==> src/rtl/imem_loader_pkg.sv <==
// Shared definitions for the instruction-memory loader: FSM encoding,
// default memory depth and the instruction word width.
package imem_loader_pkg;

    localparam int MEM_NUM_DEFAULT = 4096;
    localparam int DATA_WIDTH      = 32;

    typedef enum logic [1:0] {
        ST_IDLE = 2'd0,
        ST_LOAD = 2'd1,
        ST_DONE = 2'd2
    } state_e;

endpackage

==> src/rtl/imem_loader.sv <==
// Assembles a little-endian byte stream into 32-bit words, writes them to the
// instruction memory and holds the core in reset until the image is loaded.
module imem_loader
    import imem_loader_pkg::*;
#(
    parameter int MEM_NUM = MEM_NUM_DEFAULT,
    parameter int ADDR_W  = 12
) (
    input  logic                  clk,
    input  logic                  rst,
    input  logic                  start,
    input  logic                  byte_valid,
    input  logic [7:0]            byte_data,
    input  logic                  byte_last,
    output logic                  byte_ready,
    output logic                  mem_we,
    output logic [ADDR_W-1:0]     mem_waddr,
    output logic [DATA_WIDTH-1:0] mem_wdata,
    output logic                  core_hold,
    output logic                  done,
    output logic                  overflow,
    output logic [ADDR_W:0]       words_loaded
);

    if ((64'd1 << ADDR_W) < 64'(MEM_NUM)) begin : g_addr_w_check
        $error("imem_loader: ADDR_W too narrow for MEM_NUM");
    end

    localparam logic [ADDR_W-1:0] LAST_ADDR = ADDR_W'(MEM_NUM - 1);

    state_e                  state_q, state_d;
    logic [1:0]              lane_q, lane_d;
    logic [ADDR_W-1:0]       addr_q, addr_d;
    logic [DATA_WIDTH-1:0]   buf_q, buf_d;
    logic [ADDR_W:0]         words_q, words_d;
    logic                    ovf_q, ovf_d;
    logic                    we_q, we_d;
    logic [ADDR_W-1:0]       waddr_q, waddr_d;
    logic [DATA_WIDTH-1:0]   wdata_q, wdata_d;
    // fin_q: the word in flight is the final one; ovfp_q: it ends by overflow
    logic                    fin_q, fin_d;
    logic                    ovfp_q, ovfp_d;

    logic                    xfer;
    logic [ADDR_W-1:0]       addr_cur;
    logic [DATA_WIDTH-1:0]   word_next;

    always_comb begin
        state_d   = state_q;
        lane_d    = lane_q;
        addr_d    = addr_q;
        buf_d     = buf_q;
        words_d   = words_q;
        ovf_d     = ovf_q;
        we_d      = 1'b0;
        waddr_d   = waddr_q;
        wdata_d   = wdata_q;
        fin_d     = fin_q;
        ovfp_d    = ovfp_q;

        byte_ready = (state_q == ST_LOAD) && !fin_q;
        xfer       = byte_valid && byte_ready;
        // A byte may arrive during a write cycle, before the address has advanced
        addr_cur   = we_q ? addr_q + 1'b1 : addr_q;
        word_next  = buf_q | (DATA_WIDTH'(byte_data) << {lane_q, 3'b000});

        case (state_q)
            ST_IDLE, ST_DONE: begin
                if (start) begin
                    state_d = ST_LOAD;
                    lane_d  = 2'd0;
                    addr_d  = '0;
                    buf_d   = '0;
                    words_d = '0;
                    ovf_d   = 1'b0;
                    fin_d   = 1'b0;
                    ovfp_d  = 1'b0;
                end
            end
            ST_LOAD: begin
                if (we_q) begin
                    addr_d  = addr_q + 1'b1;
                    words_d = words_q + 1'b1;
                    if (fin_q) begin
                        state_d = ST_DONE;
                        ovf_d   = ovfp_q;
                        fin_d   = 1'b0;
                    end
                end
                if (xfer) begin
                    if (lane_q == 2'd3 || byte_last) begin
                        we_d    = 1'b1;
                        wdata_d = word_next;
                        waddr_d = addr_cur;
                        buf_d   = '0;
                        lane_d  = 2'd0;
                        fin_d   = byte_last || (addr_cur == LAST_ADDR);
                        ovfp_d  = !byte_last;
                    end else begin
                        buf_d  = word_next;
                        lane_d = lane_q + 2'd1;
                    end
                end
            end
            default: state_d = ST_IDLE;
        endcase
    end

    always_ff @(posedge clk or negedge rst) begin
        if (!rst) begin
            state_q <= ST_IDLE;
            lane_q  <= 2'd0;
            addr_q  <= '0;
            buf_q   <= '0;
            words_q <= '0;
            ovf_q   <= 1'b0;
            we_q    <= 1'b0;
            waddr_q <= '0;
            wdata_q <= '0;
            fin_q   <= 1'b0;
            ovfp_q  <= 1'b0;
        end else begin
            state_q <= state_d;
            lane_q  <= lane_d;
            addr_q  <= addr_d;
            buf_q   <= buf_d;
            words_q <= words_d;
            ovf_q   <= ovf_d;
            we_q    <= we_d;
            waddr_q <= waddr_d;
            wdata_q <= wdata_d;
            fin_q   <= fin_d;
            ovfp_q  <= ovfp_d;
        end
    end

    assign mem_we       = we_q;
    assign mem_waddr    = waddr_q;
    assign mem_wdata    = wdata_q;
    assign core_hold    = (state_q != ST_DONE);
    assign done         = (state_q == ST_DONE);
    assign overflow     = ovf_q;
    assign words_loaded = words_q;

endmodule

==> config.mk <==
export PLATFORM = sky130hd
export DESIGN_NAME = imem_loader
export DESIGN_NICKNAME = d
export VERILOG_FILES = /design/src/rtl/imem_loader_pkg.sv /design/src/rtl/imem_loader.sv
export SDC_FILE = /design/constraint.sdc
export NUM_CORES = 1
export LEC_CHECK = 0
export ABC_CLOCK_PERIOD_IN_PS = 2900
export BUFFER_PORTS_ARGS = -buffer_cell sky130_fd_sc_hd__buf_2
export CELL_PAD_IN_SITES_DETAIL_PLACEMENT = 0
export CELL_PAD_IN_SITES_GLOBAL_PLACEMENT = 1
export CORE_AREA = 2 2 100 112
export CTS_CLUSTER_DIAMETER = 200
export DETAILED_ROUTE_END_ITERATION = 8
export DIE_AREA = 0 0 102 114
export HOLD_SLACK_MARGIN = 0.1
export PLACE_DENSITY_LB_ADDON = 0.1
export RECOVER_POWER = 25
export SYNTH_ARGS = -nofsm -noshare
export SYNTH_HDL_FRONTEND = slang
export SYNTH_SLANG_ARGS = --single-unit
==> constraint.sdc <==
create_clock -name clk -period 2.9 [get_ports clk]
set_clock_uncertainty 0.15 [all_clocks]
set_input_delay 0 -clock clk [delete_from_list [all_inputs] [get_ports clk]]
set_output_delay 0 -clock clk [all_outputs]
set_load 0.05 [all_outputs]
==> results.toml, run 1 <==
[routing]
wl_per_cell_um = 15.1
drt_first_iter_violations = 106
drc = 0
via_per_inst = 5.13
drt.antenna.violating_nets = 0
drt_first_pass_iters = 4
postRouteWirelength_mm = 10.9
vias = 3691

[die]
die-area_um2 = 11600
core_area_um2 = 10600
rows = 40
start_util = 0.453
die_y_um = 114
ioPinCount = 75
die_w_um = 102

[power_and_ir_drop]
seq_power_share = 0.383
swShare = 0.482
powerDensity_nw_per_um2 = 1090
internal_power_mw = 3.14
pwr-share-clk = 0.186
switchingPower_mw = 2.92
power.leakage_nw = 2.41
power_mw = 6.06
combPwrFrac = 0.431
ir_drop_mv = 0.471

[timing]
fin_setup_tns_ns = 0
period_needed_ns = 2.40
setup_violations = 0
worst_slew_pin_slew_ns = 1.16
max-slew-margin-rel = 0.228
rsz0062_at_grt = "false"
max_freq_ghz = 0.416
setup_ws_ns = 0.497
period_share = 0.829
slew_viol_final = 0
final-hold-violation-count = 0

[place]
pre_cts_slack_ns = 0.485
dpl.hpwl_mm = 7.29
gp_congestion = 0.800
io_buffers = 74

[clock_tree]
postCtsHoldBufs = 14
cts-root-buf = "clkbuf_16"
cts_tree = "built"
numClockSinks = 109
numCtsBuffers = 9
cts.clk_slew.worst_paths_ns = 0.07
clock_path_buffers = 2
clock_latency_ns = 0.34
htreeDepth = 3
cts_repair_resize_count = 0
post_cts.repair.setup_buffers = 0

[yosys]
synth-async-reset-ratio = 1.00
synth-edff-count = 0
synth-seq-area-share = 0.568
syn-num-nets = 517
ys_top_cells_by_area = "dfrtp_1 (57%), a21oi_1 (12%), nor2_1 (7.7%)"
netlist_area_um2 = 4800
synth.distinct_cells = 50
yosysWarnings = 0
ys.flop_type = "dfrtp_1"
synth.avg_cell_area_um2 = 9.59
ys_ff_latch = 109
yosysTopAreaCell = "dfrtp_1"
synth_top_area_share = 0.568
syn_inst = 501

[critical_path]
arrival_ns = 2.52
cp_max_fo = 12
cp.required_ns = 3.01
r2r_cells = 6
start_kind = "register"
path_class = "register to register"
worstSetupEndpointType = "register"

[global_routing]
antenna_found_initial = 0
grt_pass1_wl_mm = 18.0
grt_max_degree = 62
track_usage = 0.198
grt_pass1_vias = 3611
grt_overflow_total = 0

[cells_and_area]
diodes = 0
syn_to_final_growth_pct = 16.2
mostFrequentLayoutCells = "a21oi_1 (115), dfrtp_1 (109), nor2_1 (98)"
drive_above_1_share = 0.0855
final_common_cell = "a21oi_1"
nNetsFinal = 585

[outcome]
outcome = "finished clean"

[run]
cap_viol_max_count = 0

[hold_path]
hold_class = "input pin to register"
min_path_cells = 3
==> layer usage <==
layer / up-vias / GRT usage / routed length (um)
li1: 1855 / - / -
met1: 1759 / 0.274 / 5170
met2: 63 / 0.314 / 5200
met3: 14 / 0.0386 / 315
met4: 0 / 0.0658 / 183
met5: - / 0 / 0
==> registers in the layout, summed over array words and instances (netlist names) <==
| register | cells |
|---|---|
| overflow | 1 |
| fin_q | 1 |
| buf_q | 32 |
| lane_q | 2 |
| mem_waddr | 12 |
| ovfp_q | 1 |
| state_q | 2 |
| words_loaded | 13 |
| mem_we | 1 |
| addr_q | 12 |
| mem_wdata | 32 |
==> Yosys cell counts (all sizes together) (3+ instances only) <==
library cell  instances
clkbuf                5
o22ai                 3
buf                  32
inv                   4
nand2b                4
nand2                26
ha                    3
o31ai                 3
nor2                 99
o21ai                17
xnor2                 5
dfrtp               109
nor2b                 4
a21oi               116
nand4                 9
nand3                11
nor3                  4
mux2                  3
xor2                 17
==> final timing paths <==
path	startpoint	end	slack (ns)
min in group asynchronous	rst	words_loaded[7]	0.81
min reg2reg	buf_q[1]	buf_q[1]	0.34
max	addr_q[0]	fin_q	0.50
min	start	state_q[1]	0.29
max in group asynchronous	rst	words_loaded[2]	0.57
max reg2reg	addr_q[0]	fin_q	0.50
==> per-stage QoR <==
| step | hold WS, ns | utilization | cells | area [um2] |
|---|---|---|---|---|
| 3_5_place_dp | -0.0843 | 0.495 | 691 | 5250 |
| 6_report | 0.293 | 0.526 | 720 | 5580 |
| 2_1_floorplan | -0.446 | - | 501 | 4800 |
| 4_1_cts | 0.282 | 0.533 | 720 | 5650 |
| 5_1_grt | 0.324 | 0.526 | 720 | 5580 |
| 3_3_place_gp | -0.0872 | 0.495 | 691 | 5250 |
==> critical path, cell delays in order (launching register included) <==
cell and delay (ns):
dfrtp_1 0.51, ha_1 0.48, nand2_2 0.13, or4b_1 0.53
a211oi_1 0.24, nand4b_1 0.12, o21ai_1 0.17
==> cell families after synthesis <==
logic type | Yosys count | synth area share
simple gates | 173 | 0.169
compound gates | 149 | 0.167
flops | 109 | 0.568
buf+inv | 41 | 0.0391
xor+xnor | 22 | 0.0401
mux | 4 | 0.00912
fa+ha+maj | 3 | 0.00782
==> cell type report <==
type                    instances  area (um2)
clock buffers                  12         236
fillers                      1057        5030
inverters                       4        15.0
flip-flops and latches        109        2730
multi-input cells             351        1900
clock inverters                 3        23.8
repair buffers                 94         495
well taps                     147         184
==> power groups by stage <==
stage                     logic, mW  clock network [mW]  registers [mW]
final                          2.61                1.13            2.32
after global routing           2.83                1.22            2.39
after CTS                      2.73                1.15            2.32
after detailed placement       2.70                   0            2.35
after global placement         2.68                   0            2.33
after floorplan                1.02                   0            3.38
No activity file was read; power rests on OpenSTA's default activity.
==> run 2: changes to the inputs <==
--- a/config.mk
+++ b/config.mk
@@ -5,14 +5,14 @@
 export SDC_FILE = /design/constraint.sdc
 export NUM_CORES = 1
 export LEC_CHECK = 0
-export ABC_CLOCK_PERIOD_IN_PS = 2900
+export ABC_CLOCK_PERIOD_IN_PS = 2400
 export BUFFER_PORTS_ARGS = -buffer_cell sky130_fd_sc_hd__buf_2
 export CELL_PAD_IN_SITES_DETAIL_PLACEMENT = 0
 export CELL_PAD_IN_SITES_GLOBAL_PLACEMENT = 1
-export CORE_AREA = 2 2 100 112
+export CORE_AREA = 2 2 104 116
 export CTS_CLUSTER_DIAMETER = 200
 export DETAILED_ROUTE_END_ITERATION = 8
-export DIE_AREA = 0 0 102 114
+export DIE_AREA = 0 0 106 118
 export HOLD_SLACK_MARGIN = 0.1
 export PLACE_DENSITY_LB_ADDON = 0.1
 export RECOVER_POWER = 25
==> constraint.sdc (replaced) <==
create_clock -name clk -period 2.4 [get_ports clk]
set_clock_uncertainty 0.15 [all_clocks]
set_input_delay 0 -clock clk [delete_from_list [all_inputs] [get_ports clk]]
set_output_delay 0 -clock clk [all_outputs]
set_load 0.05 [all_outputs]
==> run 2 against run 1 <==
  * Clock power rose by 35%
  * Sequential power rose by 21%
  * Clock-buffer cell count rose by 1
  * Total power rose by 25%
  * Worst hold slack got worse by 0.016 ns
  * Cell count rose by 1.4%
  * Core utilization fell by 2.2 points
  * Die area rose by 7.6%
  * Maximum frequency rose by 10%
  * Global-route usage fell by 0.98 points
  * Register-to-register slack got worse by 0.28 ns
==> results.toml, run 2 (synthesis results as in run 1) <==
[cells_and_area]
syn_to_final_growth_pct = 18.8
diodes = 0
drive_above_1_share = 0.138
final_common_cell = "a21oi_1"
nNetsFinal = 591
mostFrequentLayoutCells = "a21oi_1 (115), dfrtp_1 (109), nor2_1 (98)"

[power_and_ir_drop]
ir_drop_mv = 0.717
power.leakage_nw = 2.56
power_mw = 7.57
powerDensity_nw_per_um2 = 1330

[routing]
drt.antenna.violating_nets = 0
postRouteWirelength_mm = 11.3
vias = 3805
drt_first_pass_iters = 4
drt_first_iter_violations = 196
drc = 0
via_per_inst = 5.21
wl_per_cell_um = 15.4

[critical_path]
path_class = "register to register"
crit_path_start = "state_q[1]"
r2r_setup_slack_ns = 0.22
worstSetupEndpointType = "register"
crit_chain = "and2b_1 > o211ai_2 > nor3b_2 > a21oi_1 > nor2_1"
rr_endpoint = "buf_q[21]"
r2r_cells = 5
arrival_ns = 2.31
cp_slowest_cell = "nor3b_2"
cp_max_fo = 14
start_kind = "register"
cp.required_ns = 2.53
rr_startpoint = "state_q[1]"
cpPeakStageDelay_ns = 0.51

[die]
die_w_um = 106
die_y_um = 118
ioPinCount = 75
core_area_um2 = 11300
rows = 41
die-area_um2 = 12500
start_util = 0.424

[global_routing]
antenna_found_initial = 0
grt_max_degree = 53
track_usage = 0.189
grt_pass1_vias = 3654
grt_overflow_total = 0
grt_pass1_wl_mm = 18.6

[run]
cap_viol_max_count = 0

[clock_tree]
clock_path_buffers = 2
numCtsBuffers = 9
htreeDepth = 3
cts_tree = "built"
cts.clk_slew.worst_paths_ns = 0.07
numClockSinks = 109
cts-root-buf = "clkbuf_16"
clock_latency_ns = 0.35
cts_repair_resize_count = 0

[outcome]
outcome = "finished clean"

[timing]
rsz0062_at_grt = "false"
final-hold-violation-count = 0
max_freq_ghz = 0.459
period_share = 0.908
worst_slew_pin_slew_ns = 0.939
fin_setup_tns_ns = 0
slew_viol_final = 0
max-slew-margin-rel = 0.374
period_needed_ns = 2.18
setup_violations = 0

[place]
io_buffers = 74
gp_congestion = 0.774
dpl.hpwl_mm = 7.60

[hold_path]
hp-start = "start"
hold_class = "input pin to register"
holdPathEnd = "state_q[1]"
min_path_cells = 3
-- run 2: changes by cell type in the layout (fill, tap and decap cells not counted), sizes merged --
| cell | previous run | this run |
|---|---|---|
| clkinv | 1 | 2 |
| clkinvlp | 2 | 0 |
| clkbuf | 71 | 50 |
| bufinv | 0 | 1 |
| buf | 21 | 50 |
| dlygate4sd3 | 14 | 13 |
-- run 2: metal layers --
metal | wire [um] | share of wire | GRT usage
met5 | 0 | 0 | 0
met2 | 5470 | 0.49 | 0.300
met1 | 5210 | 0.46 | 0.259
met4 | 275 | 0.024 | 0.0814
met3 | 300 | 0.027 | 0.0244
-- run 2: report_power, final --
| group | internal [mW] | total, mW | switching, mW |
|---|---|---|---|
| clock | 0.868 | 1.53 | 0.659 |
| combinational | 0.759 | 3.23 | 2.48 |
| sequential | 2.40 | 2.81 | 0.414 |
| total | 4.02 | 7.57 | 3.55 |
-- run 2: stage by stage --
stage                     hold slack [ns]  area, um2  worst slack [ns]  std cells   util
final                               0.278       5710             0.220        730  0.503
after global routing                0.319       5710           0.00565        730  0.503
after floorplan                    -0.446       4800             0.428        501      -
after CTS                           0.277       5770             0.194        730  0.509
after global placement             -0.143       5310             0.285        700  0.469
after detailed placement           -0.140       5310             0.212        700  0.469
-- run 2: layout make-up --
class	instances	area, um2
flip-flops and latches	109	2730
clock inverters	3	43.8
well taps	150	188
multi-input cells	351	1900
inverters	4	15.0
clock buffers	13	260
fillers	1092	5630
repair buffers	100	576
-- run 2: worst max-delay path by stage --
stage	to	depth (start not counted)
2_1_floorplan	words_loaded[12]	6
3_5_place_dp	buf_q[21]	5
4_1_cts	buf_q[12]	5
5_1_grt	buf_q[5]	5
6_report	buf_q[21]	5
3_3_place_gp	buf_q[19]	5
-- run 2: repair_timing --
item,in CTS,in global routing
hold endpoints to repair,180,0
setup endpoints to repair,0,0
setup buffers,0,0
hold buffers,14,0
-- run 2: critical path: cells and delay by family (launching register included) --
family	cells	cell delay (ns)
AOI/OAI and AO/OA	2	0.41
DFF	1	0.41
and+or+nand+nor	3	1.12
